### config.mk
export PLATFORM = sky130hd
export DESIGN_NAME = cache_refill_ctrl_flat
export DESIGN_NICKNAME = d
export VERILOG_FILES = /design/src/rtl/cache_refill_ctrl_if.sv /design/src/rtl/cache_refill_ctrl.sv /design/src/flat_wrapper.sv
export SDC_FILE = /design/constraint.sdc
export NUM_CORES = 1
export LEC_CHECK = 0
export CAP_MARGIN = 30
export CELL_PAD_IN_SITES_DETAIL_PLACEMENT = 1
export CELL_PAD_IN_SITES_GLOBAL_PLACEMENT = 1
export CORE_ASPECT_RATIO = 1.75
export CORE_MARGIN = 3
export CORE_UTILIZATION = 38
export CTS_CLUSTER_SIZE = 12
export DETAILED_ROUTE_END_ITERATION = 12
export HOLD_SLACK_MARGIN = 0.1
export PLACE_DENSITY_LB_ADDON = 0.1
export SLEW_MARGIN = 40
export SYNTH_ARGS = -nofsm -noshare
export SYNTH_HDL_FRONTEND = slang
export SYNTH_SLANG_ARGS = --single-unit
### constraint.sdc
create_clock -name clk -period 4.1 [get_ports clk]
set_clock_uncertainty 0.05 [all_clocks]
set_input_delay 0.615 -clock clk [delete_from_list [all_inputs] [get_ports clk]]
set_output_delay 0.615 -clock clk [all_outputs]
set_load 0.02 [all_outputs]
### src/rtl/cache_refill_ctrl_if.sv
// Bus bundle for the cache refill controller: propagated cache requests,
// refilled block result and the single-word ack-handshaked RAM port.
interface cache_refill_ctrl_if #(
    parameter int RAM_ADDRESS_BITS = 32,
    parameter int DATA_BITS        = 32,
    parameter int BLOCK_BITS       = 2
);
    logic [RAM_ADDRESS_BITS-1:0]          prop_address;
    logic                                 prop_read_en;
    logic [DATA_BITS-1:0]                 prop_write_data;
    logic                                 prop_write_en;
    logic [BLOCK_BITS-1:0][DATA_BITS-1:0] ram_data;
    logic                                 ram_valid;
    logic                                 busy;
    logic                                 mem_req;
    logic                                 mem_we;
    logic [RAM_ADDRESS_BITS-1:0]          mem_addr;
    logic [DATA_BITS-1:0]                 mem_wdata;
    logic                                 mem_ack;
    logic [DATA_BITS-1:0]                 mem_rdata;

    modport master (
        input  prop_address, prop_read_en, prop_write_data, prop_write_en,
        input  mem_ack, mem_rdata,
        output ram_data, ram_valid, busy,
        output mem_req, mem_we, mem_addr, mem_wdata
    );

    modport slave (
        output prop_address, prop_read_en, prop_write_data, prop_write_en,
        output mem_ack, mem_rdata,
        input  ram_data, ram_valid, busy,
        input  mem_req, mem_we, mem_addr, mem_wdata
    );
endinterface

### src/rtl/cache_refill_ctrl.sv
// Memory-side sequencer for the cache: forwards write-through words and
// serves read misses as an aligned burst of BLOCK_BITS RAM beats.
module cache_refill_ctrl #(
    parameter int RAM_ADDRESS_BITS = 32,
    parameter int DATA_BITS        = 32,
    parameter int BLOCK_BITS       = 2
) (
    input logic                 clk,
    input logic                 reset_n,
    cache_refill_ctrl_if.master bus
);
    localparam int IDX_BITS = $clog2(BLOCK_BITS);
    localparam logic [IDX_BITS-1:0]         LAST_IDX   = IDX_BITS'(BLOCK_BITS - 1);
    localparam logic [RAM_ADDRESS_BITS-1:0] ALIGN_MASK = ~RAM_ADDRESS_BITS'(BLOCK_BITS - 1);

    typedef enum logic [1:0] {IDLE, WRITE, READ, DONE} state_t;

    state_t                               state_q;
    logic [IDX_BITS-1:0]                  idx_q;
    logic [RAM_ADDRESS_BITS-1:0]          base_q;
    logic                                 pend_rd_q;
    logic                                 mem_req_q;
    logic                                 mem_we_q;
    logic [RAM_ADDRESS_BITS-1:0]          mem_addr_q;
    logic [DATA_BITS-1:0]                 mem_wdata_q;
    logic [BLOCK_BITS-1:0][DATA_BITS-1:0] ram_data_q;
    logic                                 ram_valid_q;
    logic                                 busy_q;

    logic                                 beat_done_d;
    logic [RAM_ADDRESS_BITS-1:0]          prop_base_d;
    logic [IDX_BITS-1:0]                  idx_d;
    logic [RAM_ADDRESS_BITS-1:0]          next_addr_d;

    // base is block-aligned, so OR-ing in the beat index never carries
    assign beat_done_d = mem_req_q & bus.mem_ack;
    assign prop_base_d = bus.prop_address & ALIGN_MASK;
    assign idx_d       = idx_q + IDX_BITS'(1);
    assign next_addr_d = base_q | RAM_ADDRESS_BITS'(idx_d);

    always_ff @(posedge clk or negedge reset_n) begin
        if (!reset_n) begin
            state_q     <= IDLE;
            idx_q       <= '0;
            base_q      <= '0;
            pend_rd_q   <= 1'b0;
            mem_req_q   <= 1'b0;
            mem_we_q    <= 1'b0;
            mem_addr_q  <= '0;
            mem_wdata_q <= '0;
            ram_data_q  <= '0;
            ram_valid_q <= 1'b0;
            busy_q      <= 1'b0;
        end else begin
            ram_valid_q <= 1'b0;
            case (state_q)
                IDLE: begin
                    if (bus.prop_write_en) begin
                        state_q     <= WRITE;
                        busy_q      <= 1'b1;
                        mem_req_q   <= 1'b1;
                        mem_we_q    <= 1'b1;
                        mem_addr_q  <= bus.prop_address;
                        mem_wdata_q <= bus.prop_write_data;
                        pend_rd_q   <= bus.prop_read_en;
                        base_q      <= prop_base_d;
                    end else if (bus.prop_read_en) begin
                        state_q    <= READ;
                        busy_q     <= 1'b1;
                        mem_req_q  <= 1'b1;
                        mem_we_q   <= 1'b0;
                        mem_addr_q <= prop_base_d;
                        base_q     <= prop_base_d;
                        idx_q      <= '0;
                    end
                end
                WRITE: begin
                    if (beat_done_d) begin
                        mem_we_q <= 1'b0;
                        // a read requested alongside the write follows it with mem_req kept high
                        if (pend_rd_q) begin
                            pend_rd_q  <= 1'b0;
                            state_q    <= READ;
                            mem_addr_q <= base_q;
                            idx_q      <= '0;
                        end else begin
                            state_q   <= IDLE;
                            busy_q    <= 1'b0;
                            mem_req_q <= 1'b0;
                        end
                    end
                end
                READ: begin
                    if (beat_done_d) begin
                        ram_data_q[idx_q] <= bus.mem_rdata;
                        if (idx_q == LAST_IDX) begin
                            state_q     <= DONE;
                            mem_req_q   <= 1'b0;
                            ram_valid_q <= 1'b1;
                        end else begin
                            idx_q      <= idx_d;
                            mem_addr_q <= next_addr_d;
                        end
                    end
                end
                DONE: begin
                    state_q <= IDLE;
                    busy_q  <= 1'b0;
                end
                default: begin
                    state_q <= IDLE;
                    busy_q  <= 1'b0;
                end
            endcase
        end
    end

    assign bus.ram_data  = ram_data_q;
    assign bus.ram_valid = ram_valid_q;
    assign bus.busy      = busy_q;
    assign bus.mem_req   = mem_req_q;
    assign bus.mem_we    = mem_we_q;
    assign bus.mem_addr  = mem_addr_q;
    assign bus.mem_wdata = mem_wdata_q;
endmodule

### src/flat_wrapper.sv
// flat-port wrapper written by rule: the top's interface ports become plain ports
module cache_refill_ctrl_flat 
#(
    parameter int RAM_ADDRESS_BITS = 32,
    parameter int DATA_BITS        = 32,
    parameter int BLOCK_BITS       = 2
)
  (clk, reset_n, bus_prop_address, bus_prop_read_en, bus_prop_write_data, bus_prop_write_en, bus_mem_ack, bus_mem_rdata, bus_ram_data, bus_ram_valid, bus_busy, bus_mem_req, bus_mem_we, bus_mem_addr, bus_mem_wdata);
  cache_refill_ctrl_if #(.RAM_ADDRESS_BITS(RAM_ADDRESS_BITS), .DATA_BITS(DATA_BITS), .BLOCK_BITS(BLOCK_BITS)) bus_i ();
  input logic clk;
  input logic reset_n;
  input wire logic [$bits(bus_i.prop_address)-1:0] bus_prop_address;
  input wire logic [$bits(bus_i.prop_read_en)-1:0] bus_prop_read_en;
  input wire logic [$bits(bus_i.prop_write_data)-1:0] bus_prop_write_data;
  input wire logic [$bits(bus_i.prop_write_en)-1:0] bus_prop_write_en;
  input wire logic [$bits(bus_i.mem_ack)-1:0] bus_mem_ack;
  input wire logic [$bits(bus_i.mem_rdata)-1:0] bus_mem_rdata;
  output wire logic [$bits(bus_i.ram_data)-1:0] bus_ram_data;
  output wire logic [$bits(bus_i.ram_valid)-1:0] bus_ram_valid;
  output wire logic [$bits(bus_i.busy)-1:0] bus_busy;
  output wire logic [$bits(bus_i.mem_req)-1:0] bus_mem_req;
  output wire logic [$bits(bus_i.mem_we)-1:0] bus_mem_we;
  output wire logic [$bits(bus_i.mem_addr)-1:0] bus_mem_addr;
  output wire logic [$bits(bus_i.mem_wdata)-1:0] bus_mem_wdata;
  assign bus_i.prop_address = bus_prop_address;
  assign bus_i.prop_read_en = bus_prop_read_en;
  assign bus_i.prop_write_data = bus_prop_write_data;
  assign bus_i.prop_write_en = bus_prop_write_en;
  assign bus_i.mem_ack = bus_mem_ack;
  assign bus_i.mem_rdata = bus_mem_rdata;
  assign bus_ram_data = bus_i.ram_data;
  assign bus_ram_valid = bus_i.ram_valid;
  assign bus_busy = bus_i.busy;
  assign bus_mem_req = bus_i.mem_req;
  assign bus_mem_we = bus_i.mem_we;
  assign bus_mem_addr = bus_i.mem_addr;
  assign bus_mem_wdata = bus_i.mem_wdata;
  cache_refill_ctrl #(.RAM_ADDRESS_BITS(RAM_ADDRESS_BITS), .DATA_BITS(DATA_BITS), .BLOCK_BITS(BLOCK_BITS)) u_core (.clk(clk), .reset_n(reset_n), .bus(bus_i));
endmodule
==> impl_metrics.tcl, run 1 <==
set metrics [dict create \
    dp_slack_ns 1.35 \
    seq_power_share_pct 32.7 \
    synth.distinct_cells 27 \
    clockBufferDepth 2 \
    synth_area_leaders "dfrtp_1 (62%), mux2_2 (21%), o21ai_0 (4.9%)" \
    placed_cell_area_um2 9370 \
    met3_length_um 839 \
    io_pins 233 \
    fmax_mhz 410 \
    fin_crit_sh_pct 59.5 \
    nets 872 \
    power_density_nw_per_um2 885 \
    syn_avg_cell_area_um2 12.8 \
    startpoint_type "register" \
    drive_above_1_share_pct 22.2 \
    start_util_pct 38.7 \
    cts_root_buf "clkbuf_16" \
    drc 0 \
    total_power_mw 8.85 \
    tightest_slew_ns 0.663 \
    holdPathStages 2 \
    leakagePower_nw 4.40 \
    die-area_um2 19600 \
    fill_cells 1794 \
    stdcell_area_um2 10000 \
    slew_headroom_pct 55.8 \
    r2r_slack_ns 1.66 \
    synth_top_area_share_pct 61.6 \
    gp_congestion 0.751 \
    startpoint "u_core.state_q[1]$_DFFE_PN0P_" \
    antenna_found_initial 2 \
    clkLatencyLatePin_ns 0.42 \
    synth_fp_nets 636 \
    rsz0062_at_grt "false" \
    overflow 0 \
    yosys.area.top_type "dfrtp_1" \
    slowest_delay_ns 0.42 \
    core_area_um2 17500 \
    crit_path_end_kind "register" \
    cts-htree-levels 4 \
    p_clk_share_pct 17.9 \
    ys.flop_type "dfrtp_1" \
    grt_max_degree 101 \
    hold_path.class "register to register" \
    yosysMostFrequentCell "dfrtp_1" \
    die_h_um 183 \
    outcome "finished clean" \
    cp.required_ns 4.35 \
    synth_enable_flop_cells 0 \
    r2r-start "u_core.state_q[1]$_DFFE_PN0P_" \
    critPathKind "register to register" \
    avgViaCountPerCell 4.88 \
    whs_endpoint "u_core.base_q[23]$_DFFE_PN0P_" \
    p_sw_share_pct 36.8 \
    multi_input_area_um2 2350 \
    die_x_um 107 \
    seqCellArea_um2 4180 \
    yosysWarnings 0 \
    groute.usage.overall_pct 19.2 \
    wl_met1_mm 6.90 \
    num_vias 4934 \
    r2r_end "u_core.bus.mem_addr[3]$_DFFE_PN0P_" \
    tns_ns 0 \
    synthCells 529 \
    port_buffers 232 \
    async_reset_ff_share_pct 100 \
    cap_violations 0 \
    setup_ws_ns 1.66 \
    final-hold-violation-count 0 \
    slowest_stage "buf_4" \
    cp_data_arrival_time_ns 2.69 \
    row_count 64 \
    highest_layer "met4" \
    r2r_cells 7 \
    ys_ff_latch 167 \
    met2WireLength_mm 10.3 \
    ant_nets 0 \
    ir_drop_uv 545 \
    ys_seq_area_share_pct 61.6 \
    cp_max_fo 32 \
    grt_pass1_vias 5455 \
    postCtsSetupBuffers 0 \
    numClockSinks 167 \
    hpwlAfterDp_mm 13.5 \
    first_iter_violations 172 \
    drt-pass1-iter-count 4 \
    min_from "u_core.base_q[23]$_DFFE_PN0P_" \
    cts_tree "done" \
    period_needed_ns 2.44 \
    slew_viol_final 0 \
    syn_to_final_growth_pct 47.4 \
    grt_pass1_wl_mm 29.3 \
    wl_per_cell_um 18.2 \
    combPwrFrac_pct 49.4 \
    p_int_mw 5.59 \
    clk_pin_slew_ns 0.06 \
    routed_wl_mm 18.4 \
    yosys-top-cells-count "dfrtp_1 (167), mux2_2 (129), nand2_1 (68), o21ai_0 (66), inv_1 (36)" \
    netlist_area_um2 6790 \
    cts_made_buffers 17 \
    switchingPower_mw 3.26 \
    final-setup-viol-count 0 \
    worstPathCellList "inv_1 > ha_1 > nor2b_1 > o22a_1 > nor3_4 > buf_4 > mux2_2" \
]
metal layers:
metal,GRT usage (%),up-vias
met5,0,-
met4,7.53,0
met3,4.26,16
met2,35.6,140
met1,21.1,2509
li1,-,2269
worst max path at each step:
stage | endpoint | slack (ns) | cells after the start
after floorplan | u_core.bus.mem_addr[21]$_DFFE_PN0P_ | 2.17 | 7
after global placement | u_core.bus.mem_addr[15]$_DFFE_PN0P_ | 1.39 | 6
after detailed placement | u_core.bus.mem_addr[31]$_DFFE_PN0P_ | 1.35 | 6
after CTS | u_core.bus.mem_addr[26]$_DFFE_PN0P_ | 1.66 | 7
after global routing | u_core.bus.mem_addr[26]$_DFFE_PN0P_ | 1.49 | 7
final | u_core.bus.mem_addr[3]$_DFFE_PN0P_ | 1.66 | 7
layout make-up:
cell class              instances  area share, %
diodes                          2         0.0500
well taps                     231           2.89
multi-input cells             299           23.5
inverters                      36           1.35
clock buffers                  22           4.64
repair buffers                244           24.5
flip-flops and latches        167           41.8
clock inverters                10           1.23
power groups by stage:
stage / Combinational, mW / Sequential, mW / Clock (mW)
after floorplan: 1.76 / 3.63 / 0
after global placement: 4.27 / 2.87 / 0
after detailed placement: 4.44 / 2.93 / 0
after CTS: 4.45 / 2.90 / 1.63
after global routing: 4.70 / 3.00 / 1.71
final: 4.37 / 2.89 / 1.59
sequential cells by signal (all words and copies together) (netlist names):
register and flops:
u_core.bus.mem_we 1, u_core.state_q 2, u_core.bus.busy 1, u_core.bus.mem_wdata 32, u_core.bus.mem_addr 32, u_core.idx_q 1
u_core.pend_rd_q 1, u_core.bus.ram_valid 1, u_core.bus.mem_req 1, u_core.base_q 31, u_core.bus.ram_data 64
cells by family (layout without fill, tap and decap cells):
| kind of cell | count (synthesis) | after routing | synth area share (%) |
|---|---|---|---|
| other cells | 0 | 2 | 0 |
| buf+inv | 63 | 312 | 3.96 |
| fa+ha+maj | 6 | 6 | 1.11 |
| flops | 167 | 167 | 61.6 |
| simple gates | 79 | 79 | 4.74 |
| mux | 133 | 133 | 22.0 |
| compound gates | 81 | 81 | 6.62 |
timing repair:
action | 4_1_cts | 5_1_grt
gates resized for setup | 0 | 0
endpoints found under the setup margin | 0 | 0
hold buffers | 0 | 1
hold endpoints to repair | 0 | 25
cells in the final DEF (no fill, tap or decap), types with 4 or more instances in the layout:
master / count
nand2_1: 68
clkbuf_16: 17
clkdlybuf4s50_1: 231
dfrtp_1: 167
clkinvlp_4: 6
o21ai_0: 66
ha_1: 6
inv_1: 36
mux2_2: 129
a22o_1: 5
buf_4: 8
nor2_1: 4
critical path, delay by kind of cell (launching register included):
family / cells / cell delay [ns]
buffers and inverters: 2 / 0.53
flip-flops: 1 / 0.41
multiplexers: 1 / 0.40
AND/OR/NAND/NOR: 2 / 0.36
adder cells (fa/ha/maj): 1 / 0.34
AO/OA/AOI/OAI: 1 / 0.21
through the flow:
step | cells | hold WS (ns) | utilization [%]
2_1_floorplan | 529 | 0.269 | -
3_3_place_gp | 973 | 0.411 | 53.2
3_5_place_dp | 975 | 0.419 | 53.4
4_1_cts | 1007 | 0.194 | 56.8
5_1_grt | 1011 | 0.454 | 57.0
6_report | 1011 | 0.429 | 57.0
Note: power is estimated with default switching activity, not from simulation.
==> inputs of run 2 (changes only) <==
--- a/config.mk
+++ b/config.mk
@@ -10,7 +10,7 @@
 export CELL_PAD_IN_SITES_GLOBAL_PLACEMENT = 1
 export CORE_ASPECT_RATIO = 1.75
 export CORE_MARGIN = 3
-export CORE_UTILIZATION = 38
+export CORE_UTILIZATION = 32
 export CTS_CLUSTER_SIZE = 12
 export DETAILED_ROUTE_END_ITERATION = 12
 export HOLD_SLACK_MARGIN = 0.1
==> constraint.sdc (replaced) <==
create_clock -name clk -period 2.1 [get_ports clk]
set_clock_uncertainty 0.05 [all_clocks]
set_input_delay 0.315 -clock clk [delete_from_list [all_inputs] [get_ports clk]]
set_output_delay 0.315 -clock clk [all_outputs]
set_load 0.02 [all_outputs]
==> run 2 against run 1 <==
Combinational power rose by 110%; via count shrank 0.12%; critical path depth unchanged; largest cell class unchanged; largest power group unchanged.
==> impl_metrics.tcl, run 2 (same netlist as run 1, synthesis figures left out) <==
set metrics [dict create \
    outcome "finished clean" \
    grtUsageMet2_pct 30.8 \
    cp_max_fo 8 \
    clk_pin_slew_ns 0.06 \
    hold_slack_ns 0.301 \
    p_sw_share_pct 36.6 \
    crit_path_end_kind "register" \
    die_h_um 199 \
    final-hold-violation-count 0 \
    cts-htree-levels 4 \
    grt_pass1_vias 5503 \
    grt_use_met3_pct 4.72 \
    routed_wl_mm 19.0 \
    hpwlAfterDp_mm 13.8 \
    fin_cells 1039 \
    start_util_pct 33.0 \
    stdcell_area_um2 10200 \
    period_needed_ns 2.01 \
    combPwrFrac_pct 51.6 \
    grt_pass1_wl_mm 29.0 \
    ir_drop_uv 869 \
    gp_congestion 0.781 \
    clockBufferDepth 2 \
    tightest_slew_ns 0.413 \
    p_clk_share_pct 16.2 \
    final_common_cell "clkdlybuf4s50_1" \
    placed_cell_area_um2 9530 \
    p_int_mw 11.2 \
    clkLatencyLatePin_ns 0.43 \
    ant_nets 0 \
    first_iter_violations 146 \
    r2r_slack_ns 0.09 \
    io_pins 233 \
    power_density_nw_per_um2 1730 \
    die_x_um 116 \
    row_count 69 \
    core_area_um2 20500 \
    final_cell_mix "clkdlybuf4s50_1 (231), dfrtp_1 (167), mux2_2 (129)" \
    cts_made_buffers 17 \
    cts_root_buf "clkbuf_16" \
    wl_per_cell_um 18.3 \
    startpoint_type "register" \
    seq_power_share_pct 32.2 \
    final_core_util_pct 49.5 \
    antenna_found_initial 1 \
    fmax_mhz 498 \
    drc 0 \
    leakagePower_nw 4.50 \
    nets 884 \
    port_buffers 232 \
    overflow 0 \
    switchingPower_mw 6.44 \
    cts_tree "done" \
    place_inst 1000 \
    final-setup-viol-count 0 \
    slew_headroom_pct 72.4 \
    num_vias 4928 \
    avgViaCountPerCell 4.74 \
    drive_above_1_share_pct 24.1 \
    cp.required_ns 2.36 \
    die-area_um2 23100 \
    grt_max_degree 63 \
    syn_to_final_growth_pct 50.0 \
    groute.usage.overall_pct 16.3 \
    slew_viol_final 0 \
    drt-pass1-iter-count 4 \
    rsz0062_at_grt "false" \
    busiest_layer "met2" \
    critPathKind "register to register" \
    cp_data_arrival_time_ns 2.27 \
    r2r_cells 7 \
    gr-usage-met1_pct 17.2 \
    hold_path.class "input port to asynchronous set/reset pin" \
    fin_crit_sh_pct 95.6 \
    largest_register_ffs 64 \
    cap_violations 0 \
    total_power_mw 17.6 \
    numClockSinks 167 \
]
## run 2: cell types whose count changed in the layout (fill, tap and decap cells not counted), moves of 3 or more
cell,delta
buf_12,+8
clkinvlp_4,-4
clkinv_2,+7
ha_1,-3
buf_8,-3
buf_4,+4
## run 2: what timing repair did
item	CTS	global route
endpoints found under the hold margin	42	0
setup buffers	0	2
gates resized for setup	0	6
endpoints found under the setup margin	0	64
hold buffers	1	0
## run 2: critical path, cell delays in order (launching register included)
cell	delay, ns
dfrtp_1	0.38
buf_4	0.16
ha_4	0.17
a22o_1	0.26
nor3_4	0.18
buf_4	0.18
clkbuf_16	0.16
mux2_2	0.34
## run 2: power by group through the flow
| stage | Sequential, mW | Clock [mW] | Combinational (mW) |
|---|---|---|---|
| 5_1_grt | 5.84 | 3.12 | 9.76 |
| 3_3_place_gp | 5.60 | 0 | 8.65 |
| 6_report | 5.66 | 2.86 | 9.08 |
| 2_1_floorplan | 7.09 | 0 | 3.44 |
| 4_1_cts | 5.68 | 2.97 | 8.88 |
| 3_5_place_dp | 5.73 | 0 | 8.86 |
## run 2: worst paths after layout
kind | to | startpoint
worst max-delay path | u_core.bus.mem_addr[8]$_DFFE_PN0P_ | u_core.state_q[1]$_DFFE_PN0P_
min in group clk | u_core.base_q[4]$_DFFE_PN0P_ | bus_prop_address[4]
worst min register to register | u_core.base_q[25]$_DFFE_PN0P_ | u_core.base_q[25]$_DFFE_PN0P_
worst min-delay path | u_core.bus.mem_wdata[27]$_DFFE_PN0P_ | reset_n
worst max register to register | u_core.bus.mem_addr[8]$_DFFE_PN0P_ | u_core.state_q[1]$_DFFE_PN0P_
max in group asynchronous | u_core.base_q[17]$_DFFE_PN0P_ | reset_n
## run 2: metrics by stage
stage,setup TNS [ns],setup WS [ns]
4_1_cts,0,0.0277
5_1_grt,0,0.0175
3_5_place_dp,-1.86,-0.0732
3_3_place_gp,-0.756,-0.0267
2_1_floorplan,0,0.174
6_report,0,0.0919
## run 2: metal layers
| layer | up-vias | part of all wire, % | wire (µm) |
|---|---|---|---|
| met5 | - | 0 | 0 |
| met4 | 0 | 1.4 | 258 |
| met3 | 15 | 5.9 | 1120 |
| met2 | 152 | 56 | 10700 |
| met1 | 2466 | 37 | 6960 |
| li1 | 2295 | - | - |
## run 2: cell type report
| cell class | instances | area, µm² |
|---|---|---|
| inverters | 36 | 135 |
| repair buffers | 256 | 2650 |
| well taps | 248 | 310 |
| clock buffers | 23 | 488 |
| flip-flops and latches | 167 | 4180 |
| diodes | 1 | 2.50 |
| fillers | 2141 | 10400 |
| multi-input cells | 299 | 2370 |
| clock inverters | 9 | 50.0 |
